--- src/rtl/gate_response_misr.sv ---
// gate_response_misr: compacts 10-bit gate-model response words into a 16-bit
// multiple-input signature register over a programmed number of patterns, then
// compares the final signature against a golden value.
module gate_response_misr #(
  parameter int          RESP_W = 10,
  parameter int          SIG_W  = 16,
  parameter logic [15:0] POLY   = 16'h1021,
  parameter logic [15:0] SEED   = 16'hFFFF
) (
  input  logic              clk,
  input  logic              rst,
  input  logic              start,
  input  logic [SIG_W-1:0]  pat_count,
  input  logic [SIG_W-1:0]  golden,
  input  logic              resp_valid,
  input  logic [RESP_W-1:0] resp,
  output logic              resp_ready,
  output logic              busy,
  output logic              done,
  output logic              pass,
  output logic [SIG_W-1:0]  signature,
  output logic [SIG_W-1:0]  accepted
);

  typedef enum logic [1:0] {
    IDLE = 2'd0,
    RUN  = 2'd1,
    DONE = 2'd2
  } state_t;

  state_t             state_r;
  logic [SIG_W-1:0]   pat_count_r;
  logic [SIG_W-1:0]   golden_r;
  logic               transfer_s;
  logic               last_s;
  logic [SIG_W-1:0]   next_sig_s;

  // One MISR step: shift left, fold the outgoing MSB back through the
  // polynomial, then XOR in the zero-extended response word.
  function automatic logic [SIG_W-1:0] misr_step(input logic [SIG_W-1:0] sig,
                                                 input logic [RESP_W-1:0] word);
    logic [SIG_W-1:0] shifted;
    shifted = {sig[SIG_W-2:0], 1'b0};
    if (sig[SIG_W-1]) begin
      shifted = shifted ^ POLY[SIG_W-1:0];
    end else begin
      shifted = shifted;
    end
    return shifted ^ {{(SIG_W-RESP_W){1'b0}}, word};
  endfunction

  // Handshake decode and next-signature computation for the current cycle.
  always_comb begin
    transfer_s = resp_valid & resp_ready & (state_r == RUN);
    next_sig_s = misr_step(signature, resp);
    last_s     = ((accepted + {{(SIG_W-1){1'b0}}, 1'b1}) == pat_count_r);
  end

  // Run control FSM; all outputs are registered here.
  always_ff @(posedge clk) begin
    if (rst) begin
      state_r     <= IDLE;
      pat_count_r <= {SIG_W{1'b0}};
      golden_r    <= {SIG_W{1'b0}};
      resp_ready  <= 1'b0;
      busy        <= 1'b0;
      done        <= 1'b0;
      pass        <= 1'b0;
      signature   <= SEED[SIG_W-1:0];
      accepted    <= {SIG_W{1'b0}};
    end else begin
      case (state_r)
        IDLE, DONE: begin
          if (start) begin
            pat_count_r <= pat_count;
            golden_r    <= golden;
            signature   <= SEED[SIG_W-1:0];
            accepted    <= {SIG_W{1'b0}};
            if (pat_count == {SIG_W{1'b0}}) begin
              // Empty run: the seed itself is the final signature.
              state_r    <= DONE;
              done       <= 1'b1;
              pass       <= (SEED[SIG_W-1:0] == golden);
              busy       <= 1'b0;
              resp_ready <= 1'b0;
            end else begin
              state_r    <= RUN;
              done       <= 1'b0;
              pass       <= 1'b0;
              busy       <= 1'b1;
              resp_ready <= 1'b1;
            end
          end else begin
            state_r <= state_r;
          end
        end
        RUN: begin
          if (transfer_s) begin
            signature <= next_sig_s;
            accepted  <= accepted + {{(SIG_W-1){1'b0}}, 1'b1};
            if (last_s) begin
              // Pass is judged on the signature that includes this last word.
              state_r    <= DONE;
              done       <= 1'b1;
              pass       <= (next_sig_s == golden_r);
              busy       <= 1'b0;
              resp_ready <= 1'b0;
            end else begin
              state_r <= RUN;
            end
          end else begin
            state_r <= RUN;
          end
        end
        default: begin
          state_r    <= IDLE;
          resp_ready <= 1'b0;
          busy       <= 1'b0;
          done       <= 1'b0;
          pass       <= 1'b0;
          signature  <= SEED[SIG_W-1:0];
          accepted   <= {SIG_W{1'b0}};
        end
      endcase
    end
  end

endmodule
--- config.mk ---
export PLATFORM = sky130hd
export DESIGN_NAME = gate_response_misr
export DESIGN_NICKNAME = d
export VERILOG_FILES = /design/src/rtl/gate_response_misr.sv
export SDC_FILE = /design/constraint.sdc
export NUM_CORES = 1
export LEC_CHECK = 0
export ABC_AREA = 1
export ABC_CLOCK_PERIOD_IN_PS = 2300
export BUFFER_PORTS_ARGS = -buffer_cell sky130_fd_sc_hd__buf_4
export CAP_MARGIN = 20
export CORE_ASPECT_RATIO = 1.1
export CORE_UTILIZATION = 56
export CTS_BUF_LIST = sky130_fd_sc_hd__clkbuf_4 sky130_fd_sc_hd__clkbuf_8
export CTS_CLUSTER_SIZE = 8
export DETAILED_ROUTE_END_ITERATION = 8
export PLACE_DENSITY = 0.87
export SLEW_MARGIN = 20
export SYNTH_ARGS = -nofsm -noshare
export SYNTH_HDL_FRONTEND = slang
export SYNTH_SLANG_ARGS = --single-unit
--- constraint.sdc ---
create_clock -name clk -period 2.3 [get_ports clk]
set_input_delay 0.23 -clock clk [delete_from_list [all_inputs] [get_ports clk]]
set_output_delay 0.23 -clock clk [all_outputs]
set_load 0.01 [all_outputs]
==> reports/results.tsv, run 1 <==
metric	value	unit
status	completed	
place_congestion	0.9076	
fin_crit	2.046	ns
finalNonFillerCells	717	
clock-sinks	69	
grt_overflow	0	
yosysWarnings	0	
num_antenna_cells	0	
crit_fanout	7	
p_per_area	656.3	nW/um^2
cp-end-kind	register	
cts_tree	yes	
grtUsageTotal	31.32	%
syn-num-nets	595	
synth_top_area_share	37.73	%
vias	3989	
io_pins	82	
cp-start-kind	register	
report.final.setup_viol	0	
hp-class	primary input to register	
period_share	88.96	%
finalHoldViolCount	0	
htree_levels	3	
routed_via_density	5.563	
n_fill_cell	516	
drive_above_1_share	21.19	%
finalClockSkew	0.007575	ns
grt_max_degree	31	
dp.cells	700	
cp_num_cells	14	
post_cts_buffers	0	
design.core.area	6231	sq um
ff2ff_path_depth	14	
cp.arrival	2.33	ns
rsz0062_at_grt	false	
dieHeight	86.80	um
synthTopCellsByArea	dfxtp_1 (38%), nand2_1 (13%), a21oi_1 (6.8%)	
netlist_instances	548	
critPathKind	register to register	
swShare	28.91	%
slowest_delay	0.47	ns
cap_violations	0	
slowest_stage	dfxtp_1	
p_int	2.158	mW
io_buffers	81	
start_util	58.76	%
hpwl	7.391	mm
synth_cell_type_count	26	
holdPathEnd	pat_count_r[0]$_SDFFE_PP0P_	
ys_seq_area_share	37.73	%
fmax	0.4887	GHz
cts_inserted_buffers	9	
grt_pass1_wl	16.68	mm
synth_seq_cells	69	
first_global_vias	3659	
antenna_found_initial	0	
drv_slew	0	
avgSynthCellArea	6.681	sq um
syn_to_final_growth	26.35	%
multi_input_area	2012	sq um
crit_chain	nand2_2, nor2_4, nand2_2, nand2_1, nand2_1, nand2_1, nand2_1, inv_1, nand2_1, nor2_1, nand4_1, nand2_2, nand3_2, a21oi_1	
final_core_util	74.24	%
holdPathStages	3	
reg2reg_slack	0.25	ns
path_buf_inv	1	
mappedNetlistArea	3661	sq um
drt_iter0_drc	327	
path_clk_slew	0.08	ns
pwr-share-seq	44.1	%
leakage	2.019	nW
min_from	pat_count[0]	
relSlewSlack	61.13	%
drc	0	
cts.path.max_buffers	2	
comb_power_share	18.8	%
placementRows	30	
final_nets	679	
crit_required	2.59	ns
wl_per_cell	14.30	um
p_sw	877.5	uW
ff_latch_area	1385	sq um
vdd_drop_max	0.3996	mV
rr_endpoint	done$_SDFFE_PP0P_	
insertion_delay	0.36	ns
die_x	79.09	um
dr.pass1.iters	5	
die-area	6865	sq um
worst_hold_slack	0.1094	ns
p_clk_share	37.1	%
tightest_slew	0.5824	ns
finalSetupTns	0	ns
cts_root_buf	clkbuf_8	
drt-total-wl	10.25	mm
crit_top_cell	nand2_1	
r2r-start	accepted[4]$_SDFFE_PP0P_	
synth_area_leader_cell	dfxtp_1	
cp_top_family	simple AND/OR/NAND/NOR gates	
antenna_left	0	
[state kept, by name, indices dropped and copies added (netlist names)]
name         flops
golden_r        16
pat_count_r     16
pass             1
done             1
accepted        16
signature       16
state_r          2
busy             1
[layer usage]
metal	routed length [um]	track usage, %	vias to the layer above
li1	-	-	1967
met1	4204	36.68	1803
met2	5052	54.94	189
met3	685	5.474	30
met4	309	15.21	0
met5	0	0	-
[metrics by stage]
| stage | setup WS (ns) | cell area, sq um | power, mW |
|---|---|---|---|
| final | 0.2539 | 4626 | 3.036 |
| after global routing | 0.01814 | 4626 | 3.164 |
| after CTS | 0.1762 | 4598 | 3.032 |
| after detailed placement | 0.2290 | 4374 | 1.923 |
| after global placement | 0.3333 | 4374 | 1.908 |
| after floorplan | 0.4139 | 3661 | 1.696 |
[cells in the final DEF, fill, tap and decap left out, types with 5 or more instances in the layout]
cell,instances
nand3_1,47
or2_2,6
nand2_2,5
a21oi_1,50
inv_1,55
clkbuf_8,10
a211o_1,5
buf_4,93
nand2_1,128
nand4_1,17
nor2_4,5
o22ai_1,6
dfxtp_1,66
xnor2_1,9
nor4_1,5
nor2_1,56
o21ai_0,38
xor2_1,14
[worst register-to-register path, stage by stage, from the launching register on]
cell and delay, ns:
dfxtp_1 0.47, nand2_2 0.14, nor2_4 0.20, nand2_2 0.11, nand2_1 0.12, nand2_1 0.06, nand2_1 0.06, nand2_1 0.09
inv_1 0.08, nand2_1 0.06, nor2_1 0.12, nand4_1 0.12, nand2_2 0.13, nand3_2 0.09, a21oi_1 0.15
[what timing repair did]
item / 4_1_cts / 5_1_grt
hold endpoints to repair: 0 / 0
gates resized for setup: 0 / 9
endpoints found under the setup margin: 0 / 5
hold buffers: 0 / 0
[power by group through the flow]
| stage | sequential, mW | combinational, mW | clock [mW] |
|---|---|---|---|
| final | 1.34 | 0.571 | 1.13 |
| after CTS | 1.34 | 0.565 | 1.13 |
| after global placement | 1.36 | 0.547 | 0 |
| after global routing | 1.35 | 0.630 | 1.19 |
| after detailed placement | 1.36 | 0.559 | 0 |
| after floorplan | 1.36 | 0.332 | 0 |
[how the worst max path moves through the flow]
stage                                  start                end  slack, ns
global route        accepted[0]$_SDFFE_PP0P_  done$_SDFFE_PP0P_       0.02
global placement    accepted[0]$_SDFFE_PP0P_  pass$_SDFFE_PP0P_       0.33
finish              accepted[4]$_SDFFE_PP0P_  done$_SDFFE_PP0P_       0.25
CTS                 accepted[0]$_SDFFE_PP0P_  done$_SDFFE_PP0P_       0.18
detailed placement  accepted[0]$_SDFFE_PP0P_  done$_SDFFE_PP0P_       0.23
floorplan           accepted[0]$_SDFFE_PP0P_  busy$_SDFFE_PP0P_       0.41
[cells in the mapped netlist (all sizes together)]
master  number
xor2        14
clkbuf      17
nand3b       3
nor4         5
o21ai       40
a211o        5
ha           1
nand2      133
nand4       17
nand3       49
buf          4
o22ai        6
nor2        63
xnor2        9
a21oi       50
inv         55
or2          6
nor3         2
dfxtp       69
[cell families after synthesis]
logic type / share of synthesized area (%)
AOI/OAI and AO/OA: 14.63
adders and majority gates: 0.3417
buffers and inverters: 7.963
DFF: 37.73
xor gates and xnor gates: 5.503
and+or+nand+nor: 33.83
[final cells by class]
class,instances,share of cell area [%]
clock buffers,10,2.975
clock inverters,6,1.866
inverters,55,4.463
multi-input cells,404,43.49
flip-flops and latches,69,29.94
well taps,80,2.164
repair buffers,93,15.09
Note: power is estimated with default switching activity, not from simulation.
==> inputs of run 2 (changes only) <==
--- a/config.mk
+++ b/config.mk
@@ -8,13 +8,13 @@
 export ABC_AREA = 1
 export ABC_CLOCK_PERIOD_IN_PS = 2300
 export BUFFER_PORTS_ARGS = -buffer_cell sky130_fd_sc_hd__buf_4
-export CAP_MARGIN = 20
+export CAP_MARGIN = 0
 export CORE_ASPECT_RATIO = 1.1
-export CORE_UTILIZATION = 56
+export CORE_UTILIZATION = 25
 export CTS_BUF_LIST = sky130_fd_sc_hd__clkbuf_4 sky130_fd_sc_hd__clkbuf_8
-export CTS_CLUSTER_SIZE = 8
+export CTS_CLUSTER_SIZE = 30
 export DETAILED_ROUTE_END_ITERATION = 8
-export PLACE_DENSITY = 0.87
+export PLACE_DENSITY = 0.48
 export SLEW_MARGIN = 20
 export SYNTH_ARGS = -nofsm -noshare
 export SYNTH_HDL_FRONTEND = slang
==> run 2 against run 1 <==
  * Core utilization down 41 points
  * Die area is 120% higher
  * Power up 4.6%
  * Register-to-register slack got worse by 0.06 ns
  * Fmax shrank 2.8%
==> reports/results.tsv, run 2 (synthesis gave the netlist of run 1 again) <==
metric	value	unit	change
finalSetupTns	0	ns	unchanged
p_per_area	661.7	nW/um^2	+0.83%
grt_max_degree	33		+6.5%
hpwl	8.745	mm	+18%
period_share	91.55	%	+2.6 points
place_congestion	0.8179		-9.9%
status	completed		
dr.pass1.iters	5		unchanged
relSlewSlack	61.85	%	+0.72 points
crit_fanout	8		+1
ff2ff_path_depth	13		-1
finalNonFillerCells	831		+16%
critPathKind	register to register		
wl_per_cell	14.22	um	-0.57%
cap_violations	0		unchanged
htree_levels	3		unchanged
tightest_slew	0.5717	ns	-0.01076 ns
io_buffers	81		unchanged
rr_endpoint	pass$_SDFFE_PP0P_		
crit_chain	ha_1, nand3_1, nor2_2, nand2_1, nand3_1, inv_1, nor2_1, nand2_1, nor2_1, nand4_1, nand2_2, nand3_1, a21oi_1		
grt_pass1_wl	18.52	mm	+11%
cp.arrival	2.40	ns	+0.07 ns
holdPathEnd	golden_r[7]$_SDFFE_PP0P_		
finalClockSkew	0.01200	ns	+0.004424 ns
cp_top_family	simple AND/OR/NAND/NOR gates		
drive_above_1_share	21.28	%	+0.090 points
drt_iter0_drc	273		-17%
hp-class	primary input to register		
num_antenna_cells	0		unchanged
final_area	4798	sq um	+3.7%
r2r-start	accepted[0]$_SDFFE_PP0P_		
slowest_delay	0.39	ns	-0.08 ns
fin_crit	2.106	ns	+0.05958 ns
final_nets	681		+0.29%
mostFrequentLayoutCell	nand2_1		
antenna_found_initial	0		unchanged
vdd_drop_max	0.2503	mV	-37%
cts_inserted_buffers	9		unchanged
drc	0		unchanged
cts_root_buf	clkbuf_8		
drt-total-wl	11.81	mm	+15%
placementRows	46		+53%
grtUsageTotal	15.93	%	-15 points
routed_via_density	4.584		-18%
report.final.setup_viol	0		unchanged
postPlaceCellArea	4522	sq um	+3.4%
start_util	25.44	%	-33 points
grt_overflow	0		unchanged
io_pins	82		unchanged
cp-start-kind	register		
finalHoldViolCount	0		unchanged
n_fill_cell	1557		+200%
fmax	0.4749	GHz	-2.8%
die-area	15130	sq um	+120%
drv_slew	0		unchanged
crit_start	accepted[0]$_SDFFE_PP0P_		
antenna_left	0		unchanged
reg2reg_slack	0.19	ns	-0.06 ns
dieHeight	128.9	um	+49%
cts_tree	yes		
clock-sinks	69		unchanged
vias	3809		-4.5%
crit_top_cell	nand3_1		
rsz0062_at_grt	false		
crit_required	2.59	ns	about the same
holdPathStages	3		unchanged
first_global_vias	3549		-3.0%
power	3.175	mW	+4.6%
syn_to_final_growth	31.07	%	
final_cell_mix	nand2_1 (128), buf_4 (95), dfxtp_1 (65)		
die_x	117.4	um	+48%
path_clk_slew	0.08	ns	about the same
dp.cells	813		+16%
min_from	golden[7]		
cp-end-kind	register		
design.core.area	14390	sq um	+130%
insertion_delay	0.37	ns	about the same
worst_hold_slack	0.09325	ns	-0.01615 ns
cts.path.max_buffers	2		unchanged
leakage	2.040	nW	+1.0%
path_buf_inv	1		unchanged
slowest_stage	dfxtp_2		
## run 2: changes by cell type in the layout (fill, tap and decap cells not counted)
cell and delta:
clkinv_4 -1, clkinvlp_4 +1, buf_4 +2, dfxtp_1 -1
bufinv_16 +1, ha_1 +1, nand3_1 +1, ha_2 -1
nand3_2 -1, dfxtp_2 +1, clkinv_2 -1
## run 2: worst max path at each step
stage                              to  slack [ns]  cells past startpoint
global placement    done$_SDFFE_PP0P_        0.25                     13
finish              pass$_SDFFE_PP0P_        0.19                     13
CTS                 pass$_SDFFE_PP0P_        0.13                     13
floorplan           busy$_SDFFE_PP0P_        0.41                     14
global route        pass$_SDFFE_PP0P_        0.02                     14
detailed placement  pass$_SDFFE_PP0P_        0.16                     13
## run 2: tightest hold or removal path, stage by stage
cell    delay (ns)
buf_4         0.08
nor2_1        0.04
nor2_1        0.08
## run 2: final cells by class
cell class,instances,area [sq um],share of cell area [%]
Clock buffer,10,137.6,2.868
Clock inverter,6,110.1,2.295
Inverter,55,206.4,4.302
Multi-Input combinational cell,404,2004,41.77
Sequential cell,69,1386,28.89
Tap cell,192,240.2,5.007
Timing Repair Buffer,95,713.2,14.86
## run 2: where the power goes
| part | switching [mW] | leakage, nW | internal [mW] |
|---|---|---|---|
| registers | 0.0603 | 0.569 | 1.28 |
| clock network | 0.519 | 0.119 | 0.748 |
| logic | 0.331 | 1.35 | 0.239 |
## run 2: metal layers
layer | share of wire [%] | vias up | global-route usage [%] | wire, um
li1 | - | 1971 | - | -
met1 | 45 | 1706 | 19.91 | 5293
met2 | 47 | 117 | 26.11 | 5576
met3 | 6.2 | 15 | 3.679 | 731
met4 | 1.8 | 0 | 7.334 | 213
met5 | 0 | - | 0 | 0
## run 2: per-stage QoR
step	setup WS (ns)	utilization [%]
after floorplan	0.4139	-
after global placement	0.2475	31.43
after detailed placement	0.1575	31.43
after CTS	0.1342	33.15
after global routing	0.02258	33.35
final	0.1943	33.35
## run 2: what timing repair did
| item | 4_1_cts | 5_1_grt |
|---|---|---|
| setup endpoints to repair | 0 | 4 |
| setup buffers | 0 | 1 |
| hold buffers | 0 | 0 |
| resized for setup | 0 | 8 |
==> inputs of run 3 (changes only) <==
--- a/config.mk
+++ b/config.mk
@@ -7,14 +7,14 @@
 export LEC_CHECK = 0
 export ABC_AREA = 1
 export ABC_CLOCK_PERIOD_IN_PS = 2300
-export BUFFER_PORTS_ARGS = -buffer_cell sky130_fd_sc_hd__buf_4
 export CAP_MARGIN = 0
 export CORE_ASPECT_RATIO = 1.1
 export CORE_UTILIZATION = 25
 export CTS_BUF_LIST = sky130_fd_sc_hd__clkbuf_4 sky130_fd_sc_hd__clkbuf_8
 export CTS_CLUSTER_SIZE = 30
 export DETAILED_ROUTE_END_ITERATION = 8
-export PLACE_DENSITY = 0.48
+export DONT_BUFFER_PORTS = 1
+export PLACE_DENSITY = 0.43
 export SLEW_MARGIN = 20
 export SYNTH_ARGS = -nofsm -noshare
 export SYNTH_HDL_FRONTEND = slang
==> run 3 against run 2 <==
  * Clock skew about the same
  * Combinational power down 18%
  * Setup slack better by 0.036 ns
  * Clock power down 16%
  * Largest cell class unchanged
  * Register-to-register slack better by 0.04 ns
  * Highest routed layer unchanged
  * Worst hold slack worse by 0.047 ns
  * Non-clock buffer count down 59
  * Sequential power about the same
  * Core utilization down 2.9 points
  * First-iteration DRC count down 26%
  * Sequential share of layout area up 2.8 points
==> reports/results.tsv, run 3 (synthesis gave the netlist of run 1 again) <==
metric	value	unit	change
status	completed		
drt-total-wl	11.88	mm	+0.56%
drive_above_1_share	10.69	%	-11 points
min_from	start		
tightest_slew	0.6397	ns	+0.06805 ns
grt_overflow	0		unchanged
relSlewSlack	57.30	%	-4.5 points
postPlaceCellArea	3979	sq um	-12%
final_area	4377	sq um	-8.8%
place_congestion	0.8069		-1.3%
cts.path.max_buffers	2		unchanged
cp-end-kind	register		
design.core.area	14390	sq um	unchanged
leakage	1.732	nW	-15%
vdd_drop_max	0.3622	mV	+45%
finalClockSkew	0.01206	ns	+0.00005760 ns
hpwl	8.621	mm	-1.4%
drt_iter0_drc	202		-26%
cts_inserted_buffers	9		unchanged
die-area	15130	sq um	unchanged
placementRows	46		unchanged
hp-class	primary input to register		
n_fill_cell	1656		+6.4%
start_util	25.44	%	unchanged
grt_pass1_wl	18.69	mm	+0.90%
cap_violations	0		unchanged
syn_to_final_growth	19.55	%	
insertion_delay	0.37	ns	about the same
post_cts_buffers	0		unchanged
io_pins	82		unchanged
first_global_vias	3471		-2.2%
vias	3603		-5.4%
htree_levels	3		unchanged
period_share	90.00	%	-1.6 points
grtUsageTotal	16.18	%	+0.25 points
crit_fanout	4		-4
routed_via_density	4.667		+1.8%
power	2.890	mW	-9.0%
fin_crit	2.070	ns	-0.03571 ns
grt_max_degree	30		-9.1%
dr.pass1.iters	4		-1
slowest_delay	0.36	ns	-0.03 ns
fmax	0.4831	GHz	+1.7%
io_buffers	0		-100%
final_cell_mix	nand2_1 (128), dfxtp_1 (66), nor2_1 (57)		
cts_root_buf	clkbuf_8		
drc	0		unchanged
r2r-start	accepted[1]$_SDFFE_PP0P_		
critPathKind	register to register		
rsz0062_at_grt	false		
finalHoldViolCount	0		unchanged
cp-start-kind	register		
die_x	117.4	um	unchanged
slowest_stage	dfxtp_1		
crit_start	accepted[1]$_SDFFE_PP0P_		
crit_top_cell	nand3_1		
finalSetupTns	0	ns	unchanged
mostFrequentLayoutCell	nand2_1		
crit_chain	ha_2, nand2_2, nor2_2, nand2_1, nand3_1, nand2_1, nor2_1, nand3_1, nor2_1, nand4_1, nand2_2, nand3_1, a21oi_1		
num_antenna_cells	0		unchanged
antenna_left	0		unchanged
report.final.setup_viol	0		unchanged
p_per_area	660.2	nW/um^2	-0.23%
final_nets	622		-8.7%
wl_per_cell	15.39	um	+8.2%
path_clk_slew	0.08	ns	about the same
cp.arrival	2.37	ns	-0.03 ns
antenna_found_initial	0		unchanged
crit_required	2.60	ns	about the same
clock-sinks	69		unchanged
dieHeight	128.9	um	unchanged
drv_slew	0		unchanged
cts_tree	yes		
-- run 3: worst paths after layout --
| path | end | slack, ns | cells past startpoint |
|---|---|---|---|
| worst min register to register | golden_r[0]$_SDFFE_PP0P_ | 0.47 | 2 |
| worst max register to register | pass$_SDFFE_PP0P_ | 0.23 | 13 |
| worst min-delay path | state_r[1]$_SDFFE_PP0P_ | 0.05 | 3 |
| worst max-delay path | pass$_SDFFE_PP0P_ | 0.23 | 13 |
-- run 3: power breakdown --
part / internal [mW] / switching (mW) / leakage, nW
registers: 1.28 / 0.0761 / 0.568
logic: 0.182 / 0.288 / 1.07
clock network: 0.520 / 0.546 / 0.0965
-- run 3: area by class of cell --
class | instances | area, sq um | area share (%)
Multi-Input combinational cell | 404 | 2009 | 45.91
Inverter | 55 | 206.4 | 4.717
Clock buffer | 10 | 131.4 | 3.002
Timing Repair Buffer | 36 | 332.8 | 7.604
Tap cell | 192 | 240.2 | 5.489
Sequential cell | 69 | 1385 | 31.65
Clock inverter | 6 | 71.32 | 1.630
-- run 3: layer usage --
metal,vias up,wire length (um),track usage [%]
li1,1860,-,-
met1,1623,5068,19.16
met2,110,5796,28.12
met3,10,868,5.098
met4,0,146,4.584
met5,-,0,0
-- run 3: worst max-delay path, delay by kind of cell (launching register included) --
family                     cells  cell delay (ns)
and+or+nand+nor               11             1.27
DFF                            1             0.36
adders and majority gates      1             0.22
AOI/OAI and AO/OA              1             0.15
-- run 3: what timing repair did --
action	4_1_cts	5_1_grt
hold buffers	16	0
gates resized for setup	0	8
hold endpoints to repair	44	0
endpoints found under the setup margin	0	4
-- run 3: stage by stage --
| step | worst slack [ns] | hold slack [ns] | instances | util, % |
|---|---|---|---|---|
| after floorplan | 0.4139 | 0.3576 | 548 | - |
| after CTS | 0.1312 | 0.02738 | 771 | 30.24 |
| after detailed placement | 0.1659 | 0.3091 | 739 | 27.65 |
| after global routing | 0.0007576 | 0.04273 | 772 | 30.42 |
| final | 0.2301 | 0.04589 | 772 | 30.42 |
| after global placement | 0.2205 | 0.3066 | 739 | 27.65 |
